### src/rtl/imm_decode_stage.sv
// Immediate decode stage: extracts the RV immediate and branch/jump target,
// then queues the decoded result in a small FIFO toward the next stage.
module imm_decode_stage #(
    parameter int XLEN  = 32,
    parameter int DEPTH = 2
) (
    input  logic            clk,
    input  logic            rst,
    input  logic            flush,
    input  logic            in_valid,
    output logic            in_ready,
    input  logic [31:0]     in_inst,
    input  logic [XLEN-1:0] in_pc,
    output logic            out_valid,
    input  logic            out_ready,
    output logic [XLEN-1:0] out_imm,
    output logic [2:0]      out_fmt,
    output logic [XLEN-1:0] out_tgt,
    output logic            out_illegal
);

    if (!(XLEN == 32 || XLEN == 64)) begin : g_bad_xlen
        $error("imm_decode_stage: XLEN must be 32 or 64");
    end
    if (DEPTH < 1 || DEPTH > 8) begin : g_bad_depth
        $error("imm_decode_stage: DEPTH must be in 1..8");
    end

    localparam int PW = (DEPTH > 1) ? $clog2(DEPTH) : 1;
    localparam int CW = $clog2(DEPTH + 1);

    typedef enum logic [2:0] {
        FMT_NONE = 3'd0,
        FMT_I    = 3'd1,
        FMT_S    = 3'd2,
        FMT_B    = 3'd3,
        FMT_U    = 3'd4,
        FMT_J    = 3'd5
    } fmt_t;

    typedef struct packed {
        logic [XLEN-1:0] imm;
        logic [XLEN-1:0] tgt;
        fmt_t            fmt;
        logic            illegal;
    } entry_t;

    entry_t          dec;
    logic [PW-1:0]   wr_ptr;
    logic [PW-1:0]   rd_ptr;
    logic [CW-1:0]   count;
    entry_t          mem [DEPTH];
    logic            push;
    logic            pop;

    // Decode happens before the buffer so the outputs come straight from registers.
    always_comb begin
        dec.fmt = FMT_NONE;
        if (in_inst[1:0] == 2'b11) begin
            unique case (in_inst[6:2])
                5'b00000, 5'b00100, 5'b11001, 5'b11100: dec.fmt = FMT_I;
                5'b00110: dec.fmt = (XLEN == 64) ? FMT_I : FMT_NONE;
                5'b01000: dec.fmt = FMT_S;
                5'b11000: dec.fmt = FMT_B;
                5'b01101, 5'b00101: dec.fmt = FMT_U;
                5'b11011: dec.fmt = FMT_J;
                default:  dec.fmt = FMT_NONE;
            endcase
        end
        unique case (dec.fmt)
            FMT_I:   dec.imm = XLEN'($signed(in_inst[31:20]));
            FMT_S:   dec.imm = XLEN'($signed({in_inst[31:25], in_inst[11:7]}));
            FMT_B:   dec.imm = XLEN'($signed({in_inst[31], in_inst[7], in_inst[30:25],
                                              in_inst[11:8], 1'b0}));
            FMT_U:   dec.imm = XLEN'($signed({in_inst[31:12], 12'b0}));
            FMT_J:   dec.imm = XLEN'($signed({in_inst[31], in_inst[19:12], in_inst[20],
                                              in_inst[30:21], 1'b0}));
            default: dec.imm = '0;
        endcase
        dec.illegal = (dec.fmt == FMT_NONE);
        dec.tgt     = in_pc + dec.imm;
    end

    function automatic logic [PW-1:0] next_ptr(input logic [PW-1:0] p);
        return (p == PW'(DEPTH - 1)) ? '0 : p + PW'(1);
    endfunction

    // in_ready looks only at registered count, so a pop never frees a slot in the same cycle.
    assign in_ready  = (count < CW'(DEPTH)) && !rst;
    assign out_valid = (count != '0);
    assign push      = in_valid && in_ready;
    assign pop       = out_valid && out_ready;

    // NOTE: sequential state uses non-blocking assignments so every register
    // samples pre-edge values regardless of evaluation order.
    always_ff @(posedge clk) begin
        if (rst || flush) begin
            count  <= '0;
            wr_ptr <= '0;
            rd_ptr <= '0;
        end else begin
            if (push) wr_ptr <= next_ptr(wr_ptr);
            if (pop)  rd_ptr <= next_ptr(rd_ptr);
            unique case ({push, pop})
                2'b10:   count <= count + CW'(1);
                2'b01:   count <= count - CW'(1);
                default: count <= count;
            endcase
        end
    end

    // NOTE: the storage array is deliberately not reset; count gates visibility,
    // so stale contents are never presented and the array maps to plain flops/RAM.
    always_ff @(posedge clk) begin
        if (push && !flush) mem[wr_ptr] <= dec;
    end

    always_comb begin
        out_imm     = '0;
        out_fmt     = 3'd0;
        out_tgt     = '0;
        out_illegal = 1'b0;
        if (out_valid) begin
            out_imm     = mem[rd_ptr].imm;
            out_fmt     = mem[rd_ptr].fmt;
            out_tgt     = mem[rd_ptr].tgt;
            out_illegal = mem[rd_ptr].illegal;
        end
    end

endmodule
### config.mk
export PLATFORM = sky130hd
export DESIGN_NAME = imm_decode_stage
export DESIGN_NICKNAME = d
export VERILOG_FILES = /design/src/rtl/imm_decode_stage.sv
export SDC_FILE = /design/constraint.sdc
export NUM_CORES = 1
export LEC_CHECK = 0
export CORE_MARGIN = 10
export CORE_UTILIZATION = 35
export DETAILED_ROUTE_END_ITERATION = 12
export PLACE_DENSITY = 0.59
export SKIP_LAST_GASP = 1
export SLEW_MARGIN = 20
export SYNTH_ARGS = -nofsm -noshare
export SYNTH_HDL_FRONTEND = slang
export SYNTH_SLANG_ARGS = --single-unit
export TNS_END_PERCENT = 100
### constraint.sdc
create_clock -name clk -period 9.4 [get_ports clk]
set_input_delay 1.88 -clock clk [delete_from_list [all_inputs] [get_ports clk]]
set_output_delay 1.88 -clock clk [all_outputs]
set_load 0.05 [all_outputs]
After elaboration in Yosys (flattened, before gate mapping)
Memories as Yosys holds them, arrays and structs flattened. A register that Yosys moved wholly into a read port is not among the register bits. Index checks and enable logic that the tools add are counted.

Magnitude comparators: 1. Reductions and logical operators: 10. Add/sub/neg operators: 5. Eq/ne operators: 8. Muxes and demuxes: 13.

Operators by type and width (number): 32-bit case mux with 5 select lines (1); 32-bit two-way mux (2); 32-bit adder (1); 1-bit two-way mux (7); 3-bit by 2-bit == test with 1-bit output, second input constant (2); 3-bit == test, second input constant (2); 3-bit two-way mux (2); 2-bit == test, second input constant (2); 1-bit logical AND (4); 2-bit case mux with 2 select lines (1); 2-bit nonzero test (2); 3-bit by 1-bit == test with 1-bit output, second input constant (1); 3-bit logical NOT (1); 1-bit adder, second input constant (2); 2-bit by 1-bit adder with 2-bit output, second input constant (1); 2-bit by 1-bit == test with 1-bit output, second input constant (1); 1-bit logical NOT (2); 2-bit less-than comparator, second input constant (1); 2-bit by 1-bit subtractor with 2-bit output, second input constant (1); 1-bit logical OR (1).

Bits in registers: 4. RAM bits: 136. Memories kept: 2. Bits of input ports: 69. Logic and storage cells: 42. ROM bits: 96. Output and inout port bits: 70.

Memories: mem (depth 2, width 68, rd ports 1, clocked after memory_dff 1, wr ports 1, RTL line 52) `entry_t mem [DEPTH];`; (no name shown) (depth 32, width 3, rd ports 1, clocked after memory_dff 0, wr ports 0, RTL line 60) `unique case (in_inst[6:2])`.

Logic depth before layout (Yosys ltp)
Gate-level depths: netlist of the first run.

Depth after elaboration: 6. Gate-level depth with buffers: 18. Gate-level depth less buffers: 15.

Worst setup path after synthesis of the first run
Ideal clock, no wire load.

Path type: input to register. From: in rst. To: mem mem[1][0] (netlist bit) (enable). Cell stages on the path: 3. Setup time: 593 ps. Arrival time: 7834 ps. Path buffers: 0. Required time: 8807 ps. Slack: 973 ps. Cell sequence: nor2_1 nand2_1 nor3b_1.

Cells in the longest elaborated chain, start to end: 6.

Ends and longest elaborated chain: from (decl) (RTL line 8) `input logic rst,`; 1-bit logical NOT (RTL line 89) `assign in_ready = (count < CW'(DEPTH)) && !rst;`; 1-bit logical AND (RTL line 89); 1-bit logical AND (RTL line 91) `assign push = in_valid && in_ready;`; 1-bit logical AND (RTL line 115) `if (push && !flush) mem[wr_ptr] <= dec;`; 1-bit two-way mux (RTL line 115); 1-bit two-way mux (implied by the code) (RTL line 115); to (decl) (RTL line 52).

No other way between the ends.

==> results.md, run 1 <==
- Run status: completed
- Slew headroom: 0.298
- Clock insertion delay at the later pin of the skew report: about 0.43 ns
- Core area: 21100 µm²
- CTS root buf: clkbuf_16
- CTS H-tree depth: 4
- Max-Cap Viols: 0
- HP Class: register to register
- Clock Pin Slew Worst Setup and Hold Paths: 0.06 ns
- Post-synth EDFFs: approximately 140
- Overall Power: 0.00156 W
- Final design instance area without fill: 9760 µm²
- Largest area contributor in the netlist: edfxtp_1
- Final Max Tran Viols: 0
- Final ANT Viol Nets: 0
- Yosys warning total: 0
- Num CTS Buffers: 17
- Top cell type's share of synthesized area: 0.543
- Top-level I/O count: 139
- Placed cell area: 9180 µm²
- Vias in the first global route: ~5500
- Hold depth: 2
- Final Hold Vio Count: 0
- Die width: roughly 170 µm
- Tot GR Track Use: 0.145
- Clk_skew: 0.00744 ns
- First-pass GRT wire length: 32000 µm
- Number of cells after detailed placement: 1015
- Buffers on Ports: 138
- Synth cell count leaders: 136 x edfxtp_1, 92 x nor2_1, 70 x mux2i_1
- Max FO, Critical Path: 15
- Crit Path Class: primary input to register
- Power per cell area: 160 nW/µm²
- Wire per inst: 19.8 µm
- Max rail drop VDD: 128 µV
- P_leak: between 3 and 4 nW
- Number of setup buffers added after CTS: 0
- GR Overflow Total: 0
- Die ar.: 27800 µm²
- Synth area leaders: edfxtp_1 54%, mux2i_1 9.3%, ha_1 5.3%, nor2_1 4.6%, a21o_1 2.5%
- Critical Path RT: approximately 9.6 ns
- DR vias: around 5400
- Avg Cell Area, Syn: 12.1 µm²
- Post-synthesis sequential area ratio: 0.556
- Worst reg-to-reg setup slack: roughly 7.2 ns
- Mapped Nets: just over 700
- Reg2reg end: count[1]
- Pin count of the biggest net entering global routing: 70
- Critical Path Sink Type: register
- 1st-iter DRT viols: 347
- Post-synth cell types: 66
- Post-route minimum period: 6.30 ns
- Num rows: 53
- Most common cell in the synthesized netlist: edfxtp_1
- Setup violations, final: 0
- Post-Layout Cell Count: ~1000
- Share of layout cells above drive strength 1: 0.0816
- Post-synth ARST share: 0
- Diode count: 0
- Via density: 5.17
- Gpl congestion: 0.855
- Antenna violations before repair: 0
- Prevailing post-synth register cell: edfxtp_1
- Initial core utilization: 0.357
- DIE HEIGHT: 167 µm
- Pin slew with the least headroom to its limit: around 1.0 ns
- Worst Min Path Start: rd_ptr
- R2R Path Start: count[1]
- CP startpoint: in_inst[5]
- Crit path arrival time: 6.45 ns
- Synthesized area: 7520 µm²
- RSZ-0062 raised after global routing: false
- Final worst-path cycle share: 0.670
- R2R depth: 9
- Post-Syn Instances: 623
- Number of remaining DRC errors: 0
- Seq cells post-synth: roughly 140
- Setup tns final: 0 ns
- Final net count: 861
- Startpoint types: primary input
- Maximum root-to-sink buffer count: 2
- Hold Buf Count CTS: 0
- CTS tree: done
- Resized Gates After CTS: 0
- Area grow syn2layout: 29.8%
- TritonCTS Sinks: 141
- Fmax: 159 MHz
- Detailed Place HPWL: 15300 µm
- First-pass DRT Iterations: 5
- Final wirelength: 20800 µm
==> kinds of logic (layout without fill, tap and decap cells) <==
| group | after synthesis | after routing | share of synthesized area |
|---|---|---|---|
| buf+inv | 37 | 186 | 0.0224 |
| simple gates | 185 | 185 | 0.116 |
| compound gates | 124 | 124 | 0.118 |
| xor+xnor | 33 | 33 | 0.0384 |
| fa+ha+maj | 33 | 33 | 0.0559 |
| mux | 70 | 70 | 0.0931 |
| flops | 141 | 141 | 0.556 |
==> worst max path at each step <==
stage	to	cells past startpoint
CTS	mem[0][32]	15
floorplan	mem[1][0]	3
detailed placement	mem[0][32]	15
global route	mem[0][32]	15
finish	mem[0][32]	15
global placement	mem[0][32]	15
==> power by group <==
group | internal (W) | switching [W]
clock network | 0.000394 | 0.000270
logic | 0.0000766 | 0.000115
registers | 0.000703 | 0.00000368
total | 0.00117 | 0.000389
==> layout make-up <==
type / count / area (µm²)
Inverter: 12 / 45.0
Timing Repair Buffer: 142 / 1410
Fill cell: 1929 / 11300
Clock inverter: 15 / 160
Clock buffer: 17 / 425
Sequential cell: 141 / 4190
Tap cell: 275 / 344
Multi-Input combinational cell: 445 / 3190
==> stage by stage <==
stage / worst slack (ns) / utilization / hold WS (ns)
2_1_floorplan: 0.973 / - / 0.518
3_3_place_gp: 2.91 / 0.435 / 0.526
3_5_place_dp: 2.67 / 0.435 / 0.537
4_1_cts: 3.13 / 0.463 / 0.550
5_1_grt: 2.79 / 0.463 / 0.587
6_report: 3.10 / 0.463 / 0.551
==> per-layer routing <==
metal,wire length (µm),track usage,vias to the layer above
met5,0,0,-
li1,-,-,2610
met4,272,0.0405,0
met1,9100,0.176,2612
met3,1060,0.0395,22
met2,10300,0.248,165
==> worst max-delay path, cell delays in order <==
cell	delay, ns
clkdlybuf4s50_1	0.52
nor2b_1	0.20
a31oi_1	0.13
nor3b_2	0.87
and2b_1	0.28
o21a_1	0.28
a21o_1	0.23
ha_1	0.45
nand2_2	0.11
nor3_1	0.43
nand3_1	0.16
a211oi_2	0.27
or3_4	0.20
mux2i_1	0.22
o2111ai_1	0.17
==> state kept, by name, summed over array words and instances (netlist names), named ones only <==
register / count
mem: 136
wr_ptr: 1
rd_ptr: 1
count: 2
==> placed cells by master (no fill, tap or decap), types with 4 or more instances in the layout <==
cell type        count
dfxtp_1              4
inv_1               12
and3_1               4
ha_1                32
buf_4                4
a21oi_1             27
nor2_1              91
edfxtp_1           136
o211ai_1             8
xnor2_1             16
a21o_1              25
clkbuf_16           17
mux2i_1             70
o21ai_0             21
clkdlybuf4s50_1    138
and2_1               9
inv_6                5
nand3_1              6
o21a_1               5
nand2_1             30
nor3_1              14
xor2_1              17
Note: power is estimated with default switching activity, not from simulation.
==> run 2: changes to the inputs <==
==> constraint.sdc (replaced) <==
create_clock -name clk -period 6.35 [get_ports clk]
set_input_delay 1.27 -clock clk [delete_from_list [all_inputs] [get_ports clk]]
set_output_delay 1.27 -clock clk [all_outputs]
set_load 0.05 [all_outputs]
==> run 2 against run 1 <==
Clock power up 45%. Clock skew about the same. Combinational power increased by 47%. Sequential share of layout area hardly changed. Die area unchanged. Power grew 47%. Design area is essentially flat. First-iteration DRC count decreased by 2.3%. Global-route usage is essentially flat. Largest power group unchanged.
==> results.md, run 2 (synthesis gave the netlist of run 1 again) <==
- DIE HEIGHT: 167 µm (unchanged)
- Max stage delay on crit path: 0.50 ns (was 0.87 ns)
- GR Overflow Total: 0 (unchanged)
- Final ANT Viol Nets: 0 (unchanged)
- Vias in the first global route: 5582 (was 5520)
- CTS H-tree depth: 4 (unchanged)
- Share of layout cells above drive strength 1: 0.0802 (was 0.0816)
- CTS tree: done (unchanged)
- Final design instance area without fill: 9770 µm² (was 9760 µm²)
- Startpoint types: primary input (unchanged)
- Crit path arrival time: 5.53 ns (was 6.45 ns)
- Top-level I/O count: 139 (unchanged)
- Max FO, Critical Path: 6 (was 15)
- Biggest regs: mem (136), count (2) (unchanged)
- Via density: 5.12 (was 5.17)
- Clock insertion delay at the later pin of the skew report: 0.42 ns (was 0.43 ns)
- Layout Utilization: 0.463 (about the same)
- Core area: 21100 µm² (unchanged)
- Wire per inst: 19.8 µm (about the same)
- Crit Path Class: primary input to register (unchanged)
- Die width: 167 µm (unchanged)
- Clk_skew: 0.00757 ns (was 0.00744 ns)
- Worst Path Buf+Inv: 2 (was 1)
- Buffers on Ports: 138 (unchanged)
- Post-route minimum period: 5.40 ns
- Final wirelength: 20700 µm (was 20800 µm)
- Area grow syn2layout: 29.8% (about the same)
- Hold Buf Count CTS: 0 (unchanged)
- Max-Cap Viols: 0 (unchanged)
- Setup tns final: 0 ns (unchanged)
- Antenna violations before repair: 0 (unchanged)
- Slew headroom: 0.345 (was 0.298)
- HP Class: register to register (unchanged)
- TritonCTS Sinks: 141 (unchanged)
- Max rail drop VDD: 186 µV (was 128 µV)
- Tot GR Track Use: 0.145 (about the same)
- Setup violations, final: 0 (unchanged)
- 1st-iter DRT viols: 339 (was 347)
- Biggest register: mem (unchanged)
- Number of setup buffers added after CTS: 0 (unchanged)
- RSZ-0062 raised after global routing: false (unchanged)
- Register area: 4190 µm² (unchanged)
- Detailed Place HPWL: 15400 µm (was 15300 µm)
- Multi-input logic area: 3200 µm² (was 3190 µm²)
- Final net count: 862 (was 861)
- First-pass DRT Iterations: 4 (was 5)
- Maximum root-to-sink buffer count: 2 (unchanged)
- Final worst-path cycle share: 0.851
- Number of remaining DRC errors: 0 (unchanged)
- Final Hold Vio Count: 0 (unchanged)
- DR vias: 5364 (was 5409)
- Initial core utilization: 0.357 (unchanged)
- Fmax: 185 MHz
- Critical Path RT: 6.48 ns (was 9.55 ns)
- Critical Path Sink Type: register (unchanged)
- Resized Gates After CTS: 0 (unchanged)
- Pin count of the biggest net entering global routing: 70 (unchanged)
- Fillers: 1949 (was 1929)
- CTS root buf: clkbuf_16 (unchanged)
- Final Max Tran Viols: 0 (unchanged)
- Clock Pin Slew Worst Setup and Hold Paths: 0.06 ns (about the same)
- Crit path max-delay family: simple AND/OR/NAND/NOR gates (unchanged)
- Commonest non-fill, non-tap cell in the layout: clkdlybuf4s50_1 (unchanged)
- Gpl congestion: 0.871 (was 0.855)
- First-pass GRT wire length: 32100 µm (was 32000 µm)
- Run status: completed (unchanged)
- Power per cell area: 235 nW/µm² (was 160 nW/µm²)
- Num rows: 53 (unchanged)
- Pin slew with the least headroom to its limit: 0.983 ns (was 1.05 ns)
- Die ar.: 27800 µm² (unchanged)
- Largest register FFs: 136 (unchanged)
- Placed cell area: 9200 µm² (was 9180 µm²)
- Most frequent cells in the layout: 138 x clkdlybuf4s50_1, 136 x edfxtp_1, 91 x nor2_1 (unchanged)
- Critical path cell sequence: clkdlybuf4s50_1, nor4_1, a31oi_2, nor3_1, nand2_1, o21ai_0, ha_1, inv_1, fa_1, nor2b_2, o211ai_1, a31o_2, a211oi_2, or3_4, mux2i_1, o2111ai_1 (was clkdlybuf4s50_1, nor2b_1, a31oi_1, nor3b_2, and2b_1, o21a_1, a21o_1, ha_1, nand2_2, nor3_1, nand3_1, a211oi_2, or3_4, mux2i_1, o2111ai_1)
- Num CTS Buffers: 17 (unchanged)
- Diode count: 0 (unchanged)
- P_leak: 3.47 nW (was 3.46 nW)
- Worst path slowest cell: nor3_1 (was nor3b_2)
run 2: path summary, 6_finish.rpt:
path	from	slack, ns	cells past startpoint	end
hold reg to reg	rd_ptr	0.54	2	register
setup reg to reg	count[1]	4.19	8	count[1]
hold / removal	rd_ptr	0.54	2	register
setup / recovery	in_inst[3]	0.95	16	mem[1][32]
run 2: metrics by stage:
step	hold WS [ns]	setup WS, ns	instances	power, W
2_1_floorplan	0.518	0.918	623	0.00123
3_3_place_gp	0.528	0.703	1016	0.00135
3_5_place_dp	0.528	0.550	1016	0.00135
4_1_cts	0.543	0.995	1048	0.00231
5_1_grt	0.575	0.694	1048	0.00238
6_report	0.536	0.947	1048	0.00229
run 2: metal layers:
layer / wire, µm / vias to the layer above / GRT usage
li1: - / 2599 / -
met1: 9340 / 2605 / 0.182
met2: 10200 / 142 / 0.244
met3: 994 / 18 / 0.0412
met4: 178 / 0 / 0.0309
met5: 0 / - / 0
run 2: area by class of cell:
type,instances,area share
Tap cell,275,0.0352
Timing Repair Buffer,143,0.145
Inverter,12,0.00461
Sequential cell,141,0.429
Clock buffer,17,0.0436
Clock inverter,15,0.0147
Multi-Input combinational cell,445,0.328
run 2: worst min-delay path, cell delays in order, from the launching register on:
cell and delay (ns):
dfxtp_1 0.32, xnor2_1 0.14, nor3_1 0.05
run 2: where the power goes:
group / internal (W) / total, W / switching [W] / leakage (nW)
clock: 0.000576 / 0.000963 / 0.000388 / 0.273
sequential: 0.00104 / 0.00105 / 0.00000643 / 1.27
combinational: 0.000114 / 0.000282 / 0.000168 / 1.92
total: 0.00173 / 0.00229 / 0.000563 / 3.47
